==> config.mk <==
export PLATFORM = sky130hd
export DESIGN_NAME = mult_rem_seq
export DESIGN_NICKNAME = d
export VERILOG_FILES = /design/src/rtl/mult_rem_seq.sv
export SDC_FILE = /design/constraint.sdc
export NUM_CORES = 1
export LEC_CHECK = 0
export ABC_AREA = 1
export CAP_MARGIN = 20
export CORE_MARGIN = 2
export CORE_UTILIZATION = 58
export DETAILED_ROUTE_END_ITERATION = 8
export GPL_TIMING_DRIVEN = 0
export PLACE_DENSITY = 0.87
export SYNTH_ARGS = -nofsm -noshare
export SYNTH_HDL_FRONTEND = slang
export SYNTH_SLANG_ARGS = --single-unit
==> constraint.sdc <==
create_clock -name clk -period 4.05 [get_ports clk]
set_input_delay 1.215 -clock clk [delete_from_list [all_inputs] [get_ports clk]]
set_output_delay 1.215 -clock clk [all_outputs]
set_load 0.02 [all_outputs]
==> src/rtl/mult_rem_seq.sv <==
// mult_rem_seq: sequential shift-add multiplier with an optional addend.
// product = quotient * divisor (+ remainder), unsigned or two's complement.
// Define MULT_REM_SEQ_REM_EN to enable the remainder addend; when it is
// undefined the remainder port is ignored and product = quotient * divisor.
module mult_rem_seq #(
    parameter int unsigned width = 8
) (
    input  logic               clk,
    input  logic               rst_n,
    input  logic               start,
    input  logic               tc_mode,
    input  logic [width-1:0]   quotient,
    input  logic [width-1:0]   divisor,
    input  logic [width-1:0]   remainder,
    output logic               busy,
    output logic               done,
    output logic [2*width-1:0] product
);

    localparam int unsigned CW = $clog2(width + 1);

    typedef enum logic [1:0] {
        IDLE,
        RUN,
        FIX,
        DONE
    } state_t;

    state_t state, state_nxt;

    logic [CW-1:0]      cnt;
    logic               last_step;
    logic               neg_r;
    logic [width-1:0]   mag_q;
    // Upper half accumulates partial sums; lower half starts as the multiplier
    // magnitude and is shifted out one bit per step.
    logic [2*width-1:0] acc;
    logic [2*width-1:0] acc_neg;
    logic [width-1:0]   addend;
    logic [width:0]     sum;

`ifdef MULT_REM_SEQ_REM_EN
    logic               tc_r;
    logic [width-1:0]   rem_r;
    logic [2*width-1:0] rem_ext;
`else
    logic               unused_rem;
    assign unused_rem = ^remainder;
`endif

    // Magnitude of an operand; -2^(w-1) maps onto itself as an unsigned value.
    function automatic logic [width-1:0] mag_of(input logic tc, input logic [width-1:0] x);
        return (tc && x[width-1]) ? (~x + 1'b1) : x;
    endfunction

    assign last_step = (cnt == CW'(width - 1));
    assign addend    = acc[0] ? mag_q : '0;
    assign sum       = {1'b0, acc[2*width-1:width]} + {1'b0, addend};
    assign acc_neg   = ~acc + 1'b1;

`ifdef MULT_REM_SEQ_REM_EN
    assign rem_ext = {{width{tc_r & rem_r[width-1]}}, rem_r};
`endif

    // State register.
    always_ff @(posedge clk) begin
        if (!rst_n) state <= IDLE;
        else        state <= state_nxt;
    end

    // Next-state decode and handshake outputs.
    always_comb begin
        state_nxt = state;
        busy      = 1'b0;
        done      = 1'b0;
        case (state)
            IDLE: if (start) state_nxt = RUN;
            RUN: begin
                busy = 1'b1;
                if (last_step) state_nxt = FIX;
            end
            FIX: begin
                busy      = 1'b1;
                state_nxt = DONE;
            end
            DONE: begin
                done      = 1'b1;
                state_nxt = IDLE;
            end
            default: state_nxt = IDLE;
        endcase
    end

    // Operand capture, shift-add iteration and final sign/addend fix-up.
    always_ff @(posedge clk) begin
        if (!rst_n) begin
            cnt     <= '0;
            neg_r   <= 1'b0;
            mag_q   <= '0;
            acc     <= '0;
            product <= '0;
`ifdef MULT_REM_SEQ_REM_EN
            tc_r    <= 1'b0;
            rem_r   <= '0;
`endif
        end else begin
            case (state)
                IDLE: begin
                    if (start) begin
                        cnt   <= '0;
                        neg_r <= tc_mode & (quotient[width-1] ^ divisor[width-1]);
                        mag_q <= mag_of(tc_mode, quotient);
                        acc   <= {{width{1'b0}}, mag_of(tc_mode, divisor)};
`ifdef MULT_REM_SEQ_REM_EN
                        tc_r  <= tc_mode;
                        rem_r <= remainder;
`endif
                    end
                end
                RUN: begin
                    acc <= {sum, acc[width-1:1]};
                    cnt <= cnt + 1'b1;
                end
                FIX: begin
                    cnt <= '0;
`ifdef MULT_REM_SEQ_REM_EN
                    product <= (neg_r ? acc_neg : acc) + rem_ext;
`else
                    product <= neg_r ? acc_neg : acc;
`endif
                end
                default: ;
            endcase
        end
    end

endmodule
==> results.json, run 1 <==
{
  "status": "finished, final reports clean",
  "cts_sinks": 47,
  "power_mw": 2.03,
  "postSynth.topFlopCell": "sky130_fd_sc_hd__dfxtp_1",
  "clk-insertion-delay-late_ns": 0.31,
  "crit_arrival_ns": 1.68,
  "dpl_hpwl_mm": 5.26,
  "via_count": 3061,
  "end_kind": "output pin",
  "leakage_power_total_nw": 1.70,
  "synth_edf_count": 0,
  "finalHoldViolations": 0,
  "yosys.area.top_type_share": 0.318,
  "ys_top_cells_by_area": "sky130_fd_sc_hd__dfxtp_1, sky130_fd_sc_hd__nand2_1, sky130_fd_sc_hd__a21oi_1",
  "syn_std_cell_area_mm2": 0.00296,
  "cts_post_setup_buffers_inserted": 0,
  "detail_route.wirelength_mm": 6.95,
  "finish.net_count": 549,
  "floorplan.io_pins": 46,
  "numCtsBuffers": 5,
  "grt_max_degree": 16,
  "worst_pin_slew_ns": 0.640,
  "drc": 0,
  "fp-row-count": 26,
  "initial_utilization": 0.591,
  "number_of_global_route_vias_before_repair": 2778,
  "post_synth_num_cell_types": 29,
  "place.gp.congestion": 0.906,
  "syn-num-nets": 505,
  "setup_repair_after_global_routing_missed_its_margin": "no",
  "ys.warnings.count": 0,
  "inserted_diodes": 0,
  "ctsResizeCount": 0,
  "portBuffers": 37,
  "final_min_period_over_clock_period": 0.715,
  "fillers": 453,
  "worst_slack_ns": 1.16,
  "dpl_worst_slack_ns": 1.22,
  "timing_worst_setup_path_type": "flip-flop to output pin",
  "hold_ws_ns": 0.495,
  "cts-htree-levels": 2,
  "die_w_um": 75.5,
  "design_area_mm2": 0.00353,
  "dieHeight_um": 75.5,
  "number_of_buffers_on_the_longest_clock_path": 2,
  "placed_cells": 567,
  "fin_worst_skew_ns": 0.00786,
  "drive_gt1_frac": 0.0812,
  "synthMostInstantiatedCell": "sky130_fd_sc_hd__nand2_1",
  "grt-ovfl-total": 0,
  "floorplan.core_area_mm2": 0.00501,
  "post_layout_nonfiller_instances": 575,
  "drtAntennaViolNets": 0,
  "yosys.area.top_type": "sky130_fd_sc_hd__dfxtp_1",
  "finalCriticalPeriod_ns": 2.89,
  "post_synth_most_frequent_cells": "sky130_fd_sc_hd__nand2_1, sky130_fd_sc_hd__nor2_1, sky130_fd_sc_hd__dfxtp_1, sky130_fd_sc_hd__inv_1, sky130_fd_sc_hd__a21oi_1",
  "clock.fmax_mhz": 346,
  "routedWlPerCell_um": 12.1,
  "min_path_type": "flip-flop to flip-flop",
  "groute.usage.overall": 0.269,
  "drtPass1Iterations": 5,
  "viasPerCell": 5.32,
  "vdd.ir_drop.worst_v": 0.000395,
  "max_cap_viol_count": 0,
  "synth_area_per_cell_um2": 6.44,
  "timing.critical_path.from_type": "flip-flop",
  "initial_antenna_violation_count": 0,
  "drt_first_iter_violations": 218,
  "postSynthCellCount": 460,
  "area_growth_pct": 19.3,
  "finish.utilization": 0.705,
  "path_max_fanout": 3,
  "async_reset_ff_frac": 0,
  "clock_tree.root_cell": "sky130_fd_sc_hd__clkbuf_8",
  "clkSlewWorstSetupHoldPaths_ns": 0.09,
  "yosys_register_bits": 47,
  "setup_viol": 0,
  "regArea_um2": 941,
  "finalMaxSlewViolations": 0,
  "share_of_the_yosys_chip_area_belonging_to_registers": 0.318,
  "worstPathRequired_ns": 2.83,
  "fin_tns_setup_ns": 0,
  "max_slew_margin": 0.572,
  "area_occupied_by_multi_input_gates_mm2": 0.00171,
  "placement.cell_area_mm2": 0.00342,
  "grt_pass1_wl_mm": 12.0,
  "tritoncts": "done",
  "floorplan.die_area_mm2": 0.00569,
  "cts-hold-fix-buffers": 0,
  "cellPowerDensity_mw_per_mm2": 574
}
-- power breakdown --
part / switching, mW / total, mW / internal (mW)
Clock: 0.162 / 0.346 / 0.184
Combinational: 0.624 / 1.01 / 0.384
Sequential: 0.0867 / 0.672 / 0.586
-- worst max-delay path: stages, from the launching register on --
cell                              delay, ns
sky130_fd_sc_hd__dfxtp_1               0.36
sky130_fd_sc_hd__inv_1                 0.08
sky130_fd_sc_hd__ha_1                  0.32
sky130_fd_sc_hd__clkdlybuf4s50_1       0.61
-- path summary, 6_finish.rpt --
kind                                from      end  slack (ns)  cells past startpoint
worst max-delay path            state[0]     busy        1.16                      3
worst min-delay path              acc[5]   acc[5]        0.50                      2
worst max register to register    acc[0]  acc[15]        2.14                     10
worst min register to register    acc[5]   acc[5]        0.50                      2
-- flip-flops by register name, summed over array words and instances, names as in the netlist --
name,flops
acc,16
product,16
mag_q,8
cnt,4
state,2
neg_r,1
-- layout make-up --
class / count / area share
plain buffers: 15 / 0.0202
clock buffers: 5 / 0.0195
clock inverters: 3 / 0.0124
inverters: 64 / 0.0680
multi-input cells: 334 / 0.484
flip-flops and latches: 47 / 0.266
well taps: 70 / 0.0248
repair buffers: 37 / 0.105
-- placed cells by master (no fill, tap or decap), types with 5 or more instances in the layout --
| master | count |
|---|---|
| sky130_fd_sc_hd__a21oi_1 | 42 |
| sky130_fd_sc_hd__buf_2 | 6 |
| sky130_fd_sc_hd__clkbuf_1 | 8 |
| sky130_fd_sc_hd__clkbuf_8 | 5 |
| sky130_fd_sc_hd__clkdlybuf4s50_1 | 37 |
| sky130_fd_sc_hd__dfxtp_1 | 47 |
| sky130_fd_sc_hd__ha_1 | 16 |
| sky130_fd_sc_hd__inv_1 | 45 |
| sky130_fd_sc_hd__inv_2 | 19 |
| sky130_fd_sc_hd__nand2_1 | 123 |
| sky130_fd_sc_hd__nand3_1 | 29 |
| sky130_fd_sc_hd__nand4_1 | 5 |
| sky130_fd_sc_hd__nor2_1 | 48 |
| sky130_fd_sc_hd__o211ai_1 | 6 |
| sky130_fd_sc_hd__o21ai_0 | 12 |
| sky130_fd_sc_hd__o21ai_1 | 17 |
| sky130_fd_sc_hd__xor2_1 | 9 |
-- per-layer routing --
metal	vias to the layer above	wire (um)	GRT usage
met1	1374	3130	0.341
li1	1573	-	-
met3	15	400	0.0582
met5	-	0	0
met2	99	3300	0.458
met4	0	117	0.0838
-- kinds of logic (layout without fill, tap and decap cells) --
family                   Yosys count  in the layout  synth area share
AO/OA/AOI/OAI                     92             92             0.176
AND/OR/NAND/NOR                  215            215             0.297
flip-flops                        47             47             0.318
adder cells (fa/ha/maj)           17             17            0.0744
buffers and inverters             79            124             0.105
XOR/XNOR                          10             10            0.0296
(Power assumes the default switching activity.)
==> run 2: changes to the inputs <==
--- a/config.mk
+++ b/config.mk
@@ -8,10 +8,10 @@
 export ABC_AREA = 1
 export CAP_MARGIN = 20
 export CORE_MARGIN = 2
-export CORE_UTILIZATION = 58
+export CORE_UTILIZATION = 49
 export DETAILED_ROUTE_END_ITERATION = 8
 export GPL_TIMING_DRIVEN = 0
-export PLACE_DENSITY = 0.87
+export PLACE_DENSITY = 0.79
 export SYNTH_ARGS = -nofsm -noshare
 export SYNTH_HDL_FRONTEND = slang
 export SYNTH_SLANG_ARGS = --single-unit
==> constraint.sdc (replaced) <==
create_clock -name clk -period 2.55 [get_ports clk]
set_input_delay 0.765 -clock clk [delete_from_list [all_inputs] [get_ports clk]]
set_output_delay 0.765 -clock clk [all_outputs]
set_load 0.02 [all_outputs]
==> results.json, run 2 (synthesized netlist as in run 1, its figures left out) <==
{
  "hold_ws_ns": 0.493,
  "setup_repair_after_global_routing_missed_its_margin": "no",
  "wl_met1_mm": 3.31,
  "fin_worst_skew_ns": 0.00433,
  "drt_first_iter_violations": 160,
  "met2_length_mm": 3.31,
  "cts-hold-fix-buffers": 0,
  "clock.fmax_mhz": 450,
  "switching_power_mw": 1.38,
  "power.clock.fraction": 0.141,
  "dieHeight_um": 81.7,
  "finalHoldViolations": 0,
  "final_min_period_over_clock_period": 0.871,
  "design_area_mm2": 0.00351,
  "drtAntennaViolNets": 0,
  "clkSlewWorstSetupHoldPaths_ns": 0.08,
  "via_count": 3040,
  "comb_power_share": 0.514,
  "grt_max_degree": 15,
  "tritoncts": "done",
  "fillers": 582,
  "number_of_global_route_vias_before_repair": 2730,
  "cellPowerDensity_mw_per_mm2": 885,
  "path_max_fanout": 3,
  "r2r.worst_path.cells": 10,
  "floorplan.io_pins": 46,
  "viasPerCell": 5.24,
  "worstPathRequired_ns": 1.79,
  "max_cap_viol_count": 0,
  "ctsResizeCount": 0,
  "max_slew_margin": 0.560,
  "reg_top3": "acc x16, product x16, mag_q x8",
  "met3WireLength_um": 377,
  "finish.utilization": 0.597,
  "worstPathCellList": "ha_1 -> clkdlybuf4s50_1",
  "area_occupied_by_multi_input_gates_mm2": 0.00171,
  "layout.cells.most_common_list": "sky130_fd_sc_hd__nand2_1, sky130_fd_sc_hd__nor2_1, sky130_fd_sc_hd__dfxtp_1",
  "finalMaxSlewViolations": 0,
  "power_mw": 3.11,
  "cts_sinks": 47,
  "drc": 0,
  "power_report.internal_total_mw": 1.73,
  "min_path_type": "flip-flop to flip-flop",
  "worst_pin_slew_ns": 0.658,
  "highest-signal-layer": "met4",
  "timing_worst_setup_path_type": "flip-flop to output pin",
  "fp-row-count": 28,
  "sw_frac_of_total": 0.444,
  "detail_route.wirelength_mm": 7.08,
  "placed_cells": 572,
  "grt_pass1_wl_mm": 11.8,
  "reg2reg_slack_ns": 0.67,
  "portBuffers": 37,
  "groute.usage.overall": 0.225,
  "crit_arrival_ns": 1.46,
  "clk-insertion-delay-late_ns": 0.30,
  "cts_post_setup_buffers_inserted": 0,
  "routedWlPerCell_um": 12.2,
  "grt-ovfl-total": 0,
  "clock_tree.root_cell": "sky130_fd_sc_hd__clkbuf_8",
  "cts-htree-levels": 2,
  "die_w_um": 81.7,
  "mostFrequentLayoutCell": "sky130_fd_sc_hd__nand2_1",
  "drtPass1Iterations": 4,
  "vdd.ir_drop.worst_v": 0.000530,
  "status": "finished, final reports clean",
  "numCtsBuffers": 5,
  "critical-path-slowest-cell": "sky130_fd_sc_hd__clkdlybuf4s50_1",
  "number_of_buffers_on_the_longest_clock_path": 2,
  "place.gp.congestion": 0.852,
  "initial_utilization": 0.503,
  "setup_viol": 0,
  "finalCriticalPeriod_ns": 2.22,
  "timing.critical_path.from_type": "flip-flop",
  "drive_gt1_frac": 0.0812,
  "regArea_um2": 941,
  "post_layout_nonfiller_instances": 580,
  "initial_antenna_violation_count": 0,
  "dpl_worst_slack_ns": 0.211,
  "seqPwrFrac": 0.346,
  "floorplan.die_area_mm2": 0.00668,
  "floorplan.core_area_mm2": 0.00589,
  "finish.net_count": 549,
  "dpl_hpwl_mm": 5.44,
  "fin_tns_setup_ns": 0,
  "leakage_power_total_nw": 1.70,
  "end_kind": "output pin",
  "critical-path-max-stage-delay_ns": 0.60,
  "inserted_diodes": 0,
  "placement.cell_area_mm2": 0.00343,
  "area_growth_pct": 18.6,
  "worst_slack_ns": 0.328,
  "timing.hold.worst_path_depth": 2
}
## run 2: cell types whose count changed in the layout (fill, tap and decap cells not counted), sizes merged
cell / before / now
clkinv: 2 / 3
bufinv: 1 / 0
dlymetal6s2s: 0 / 1
clkdlybuf4s50: 37 / 36
## run 2: worst max-delay path: cells and delay by family (launching register included)
| family | cells | cell delay [ns] |
|---|---|---|
| adder cells (fa/ha/maj) | 1 | 0.17 |
| buffers and inverters | 1 | 0.60 |
| flip-flops | 1 | 0.39 |
## run 2: power groups by stage
stage	combinational (mW)	clock, mW	sequential [mW]
final	1.60	0.437	1.07
after global routing	1.79	0.483	1.10
after detailed placement	1.58	0	1.09
after floorplan	1.01	0	1.16
after global placement	1.56	0	1.08
after CTS	1.59	0.443	1.07
## run 2: worst paths after layout
path,startpoint,endpoint
max,state[1],done
min,acc[5],acc[5]
max reg2reg,acc[0],acc[15]
min reg2reg,acc[5],acc[5]
## run 2: cell type report
| cell class | instances | area share |
|---|---|---|
| multi-input cells | 334 | 0.487 |
| plain buffers | 15 | 0.0203 |
| inverters | 64 | 0.0684 |
| clock buffers | 5 | 0.0196 |
| flip-flops and latches | 47 | 0.268 |
| clock inverters | 3 | 0.00428 |
| well taps | 75 | 0.0267 |
| repair buffers | 37 | 0.106 |
## run 2: per-layer routing
| layer | vias up | GRT usage |
|---|---|---|
| met2 | 83 | 0.376 |
| met1 | 1370 | 0.294 |
| li1 | 1579 | - |
| met5 | - | 0 |
| met3 | 8 | 0.0396 |
| met4 | 0 | 0.0717 |
==> run 3: changes to the inputs <==
--- a/config.mk
+++ b/config.mk
@@ -7,6 +7,7 @@
 export LEC_CHECK = 0
 export ABC_AREA = 1
 export CAP_MARGIN = 20
+export CORE_ASPECT_RATIO = 0.8
 export CORE_MARGIN = 2
 export CORE_UTILIZATION = 49
 export DETAILED_ROUTE_END_ITERATION = 8
==> constraint.sdc (replaced) <==
create_clock -name clk -period 2.55 [get_ports clk]
set_input_delay 0.765 -clock clk [delete_from_list [all_inputs] [get_ports clk]]
set_output_delay 0.765 -clock clk [all_outputs]
set_load 0.01 [all_outputs]
==> results.json, run 3 (synthesized netlist as in run 1, its figures left out) <==
{
  "max_slew_margin": 0.594,
  "timing_worst_setup_path_type": "flip-flop to output pin",
  "grt_pass1_wl_mm": 11.8,
  "drc": 0,
  "groute.usage.overall": 0.216,
  "min_path_type": "flip-flop to flip-flop",
  "max_cap_viol_count": 0,
  "drtAntennaViolNets": 0,
  "worst_pin_slew_ns": 0.609,
  "inserted_diodes": 0,
  "fin_tns_setup_ns": 0,
  "leakage_power_total_nw": 1.69,
  "post_layout_nonfiller_instances": 585,
  "timing.critical_path.from_type": "flip-flop",
  "dpl_hpwl_mm": 5.48,
  "place.gp.congestion": 0.904,
  "end_kind": "output pin",
  "floorplan.core_area_mm2": 0.00588,
  "grt_max_degree": 15,
  "fp-row-count": 25,
  "status": "finished, final reports clean",
  "clk-insertion-delay-late_ns": 0.30,
  "placement.cell_area_mm2": 0.00343,
  "reg_top3": "acc x16, product x16, mag_q x8",
  "clock_tree.root_cell": "sky130_fd_sc_hd__clkbuf_8",
  "cts-hold-fix-buffers": 0,
  "detail_route.wirelength_mm": 6.97,
  "cellPowerDensity_mw_per_mm2": 862,
  "critPathCapture": "busy",
  "finalHoldViolations": 0,
  "grt-ovfl-total": 0,
  "clkSlewWorstSetupHoldPaths_ns": 0.09,
  "die_w_um": 90.9,
  "setup.worst_path.start": "state[1]",
  "floorplan.io_pins": 46,
  "cts_post_setup_buffers_inserted": 0,
  "routedWlPerCell_um": 11.9,
  "cts-htree-levels": 2,
  "fillers": 601,
  "drtPass1Iterations": 5,
  "initial_antenna_violation_count": 0,
  "worstPathRequired_ns": 1.79,
  "number_of_buffers_on_the_longest_clock_path": 2,
  "mostFrequentLayoutCell": "sky130_fd_sc_hd__nand2_1",
  "r2r.worst_path.cells": 10,
  "path_max_fanout": 3,
  "vdd.ir_drop.worst_v": 0.000598,
  "via_count": 3016,
  "number_of_global_route_vias_before_repair": 2662,
  "finish.net_count": 549,
  "tritoncts": "done",
  "crit_arrival_ns": 1.64,
  "final_min_period_over_clock_period": 0.942,
  "layout.cells.most_common_list": "sky130_fd_sc_hd__nand2_1, sky130_fd_sc_hd__nor2_1, sky130_fd_sc_hd__dfxtp_1",
  "viasPerCell": 5.16,
  "placed_cells": 578,
  "r2r-start": "acc[0]",
  "setup_repair_after_global_routing_missed_its_margin": "no",
  "critical_path.reg2reg.endpoint": "acc[15]",
  "reg2reg_slack_ns": 0.71,
  "design_area_mm2": 0.00352,
  "drive_gt1_frac": 0.0794,
  "cts_sinks": 47,
  "numCtsBuffers": 5,
  "clock.fmax_mhz": 416,
  "fin_worst_skew_ns": 0.0119,
  "drt_first_iter_violations": 204,
  "initial_utilization": 0.504,
  "dieHeight_um": 73.5,
  "floorplan.die_area_mm2": 0.00669,
  "finalMaxSlewViolations": 0,
  "setup_viol": 0,
  "ctsResizeCount": 0,
  "area_growth_pct": 18.7,
  "portBuffers": 37,
  "finalCriticalPeriod_ns": 2.40
}
-- run 3: cell count changes in the layout (fill, tap and decap cells not counted), sizes merged --
| cell | change |
|---|---|
| clkdlybuf4s50 | +1 |
| clkinv | -1 |
| dlymetal6s2s | -1 |
-- run 3: cell type report --
type | count | area [um2] | share of cell area
Multi-Input combinational cell | 334 | 1710 | 0.486
Sequential cell | 47 | 941 | 0.268
Timing Repair Buffer | 37 | 370 | 0.105
Inverter | 64 | 240 | 0.0683
Tap cell | 81 | 101 | 0.0288
Buffer | 15 | 71.3 | 0.0203
Clock buffer | 5 | 68.8 | 0.0196
Clock inverter | 2 | 13.8 | 0.00391
-- run 3: worst min path at each step --
stage / slack (ns) / cells past startpoint / start / end
6_report: 0.50 / 2 / product[1] / product[1]
3_5_place_dp: 0.48 / 2 / product[1] / product[1]
3_3_place_gp: 0.47 / 2 / acc[5] / acc[5]
4_1_cts: 0.51 / 2 / cnt[1] / cnt[1]
2_1_floorplan: 0.46 / 2 / acc[5] / acc[5]
5_1_grt: 0.54 / 2 / acc[5] / acc[5]
-- run 3: power breakdown --
part / internal [mW] / switching (mW)
Combinational: 0.611 / 0.908
Clock: 0.188 / 0.250
Sequential: 0.930 / 0.142
Total: 1.73 / 1.30
-- run 3: worst max-delay path: stages, from the launching register on --
cell                              delay [ns]
sky130_fd_sc_hd__dfxtp_1                0.38
sky130_fd_sc_hd__inv_1                  0.09
sky130_fd_sc_hd__ha_1                   0.32
sky130_fd_sc_hd__clkdlybuf4s50_1        0.54
-- run 3: per-stage QoR --
step,worst slack (ns),total power [mW],hold WS (ns),util
finish,0.147,3.03,0.504,0.598
global route,0.0841,3.29,0.543,0.598
CTS,0.144,3.03,0.506,0.598
detailed placement,0.147,2.59,0.484,0.584
global placement,0.182,2.55,0.471,0.584
floorplan,0.879,2.10,0.458,-
-- run 3: metal layers --
| layer | part of all wire | track usage |
|---|---|---|
| met5 | 0 | 0 |
| met4 | 0.0082 | 0.0556 |
| met2 | 0.45 | 0.360 |
| met3 | 0.058 | 0.0379 |
| met1 | 0.49 | 0.294 |
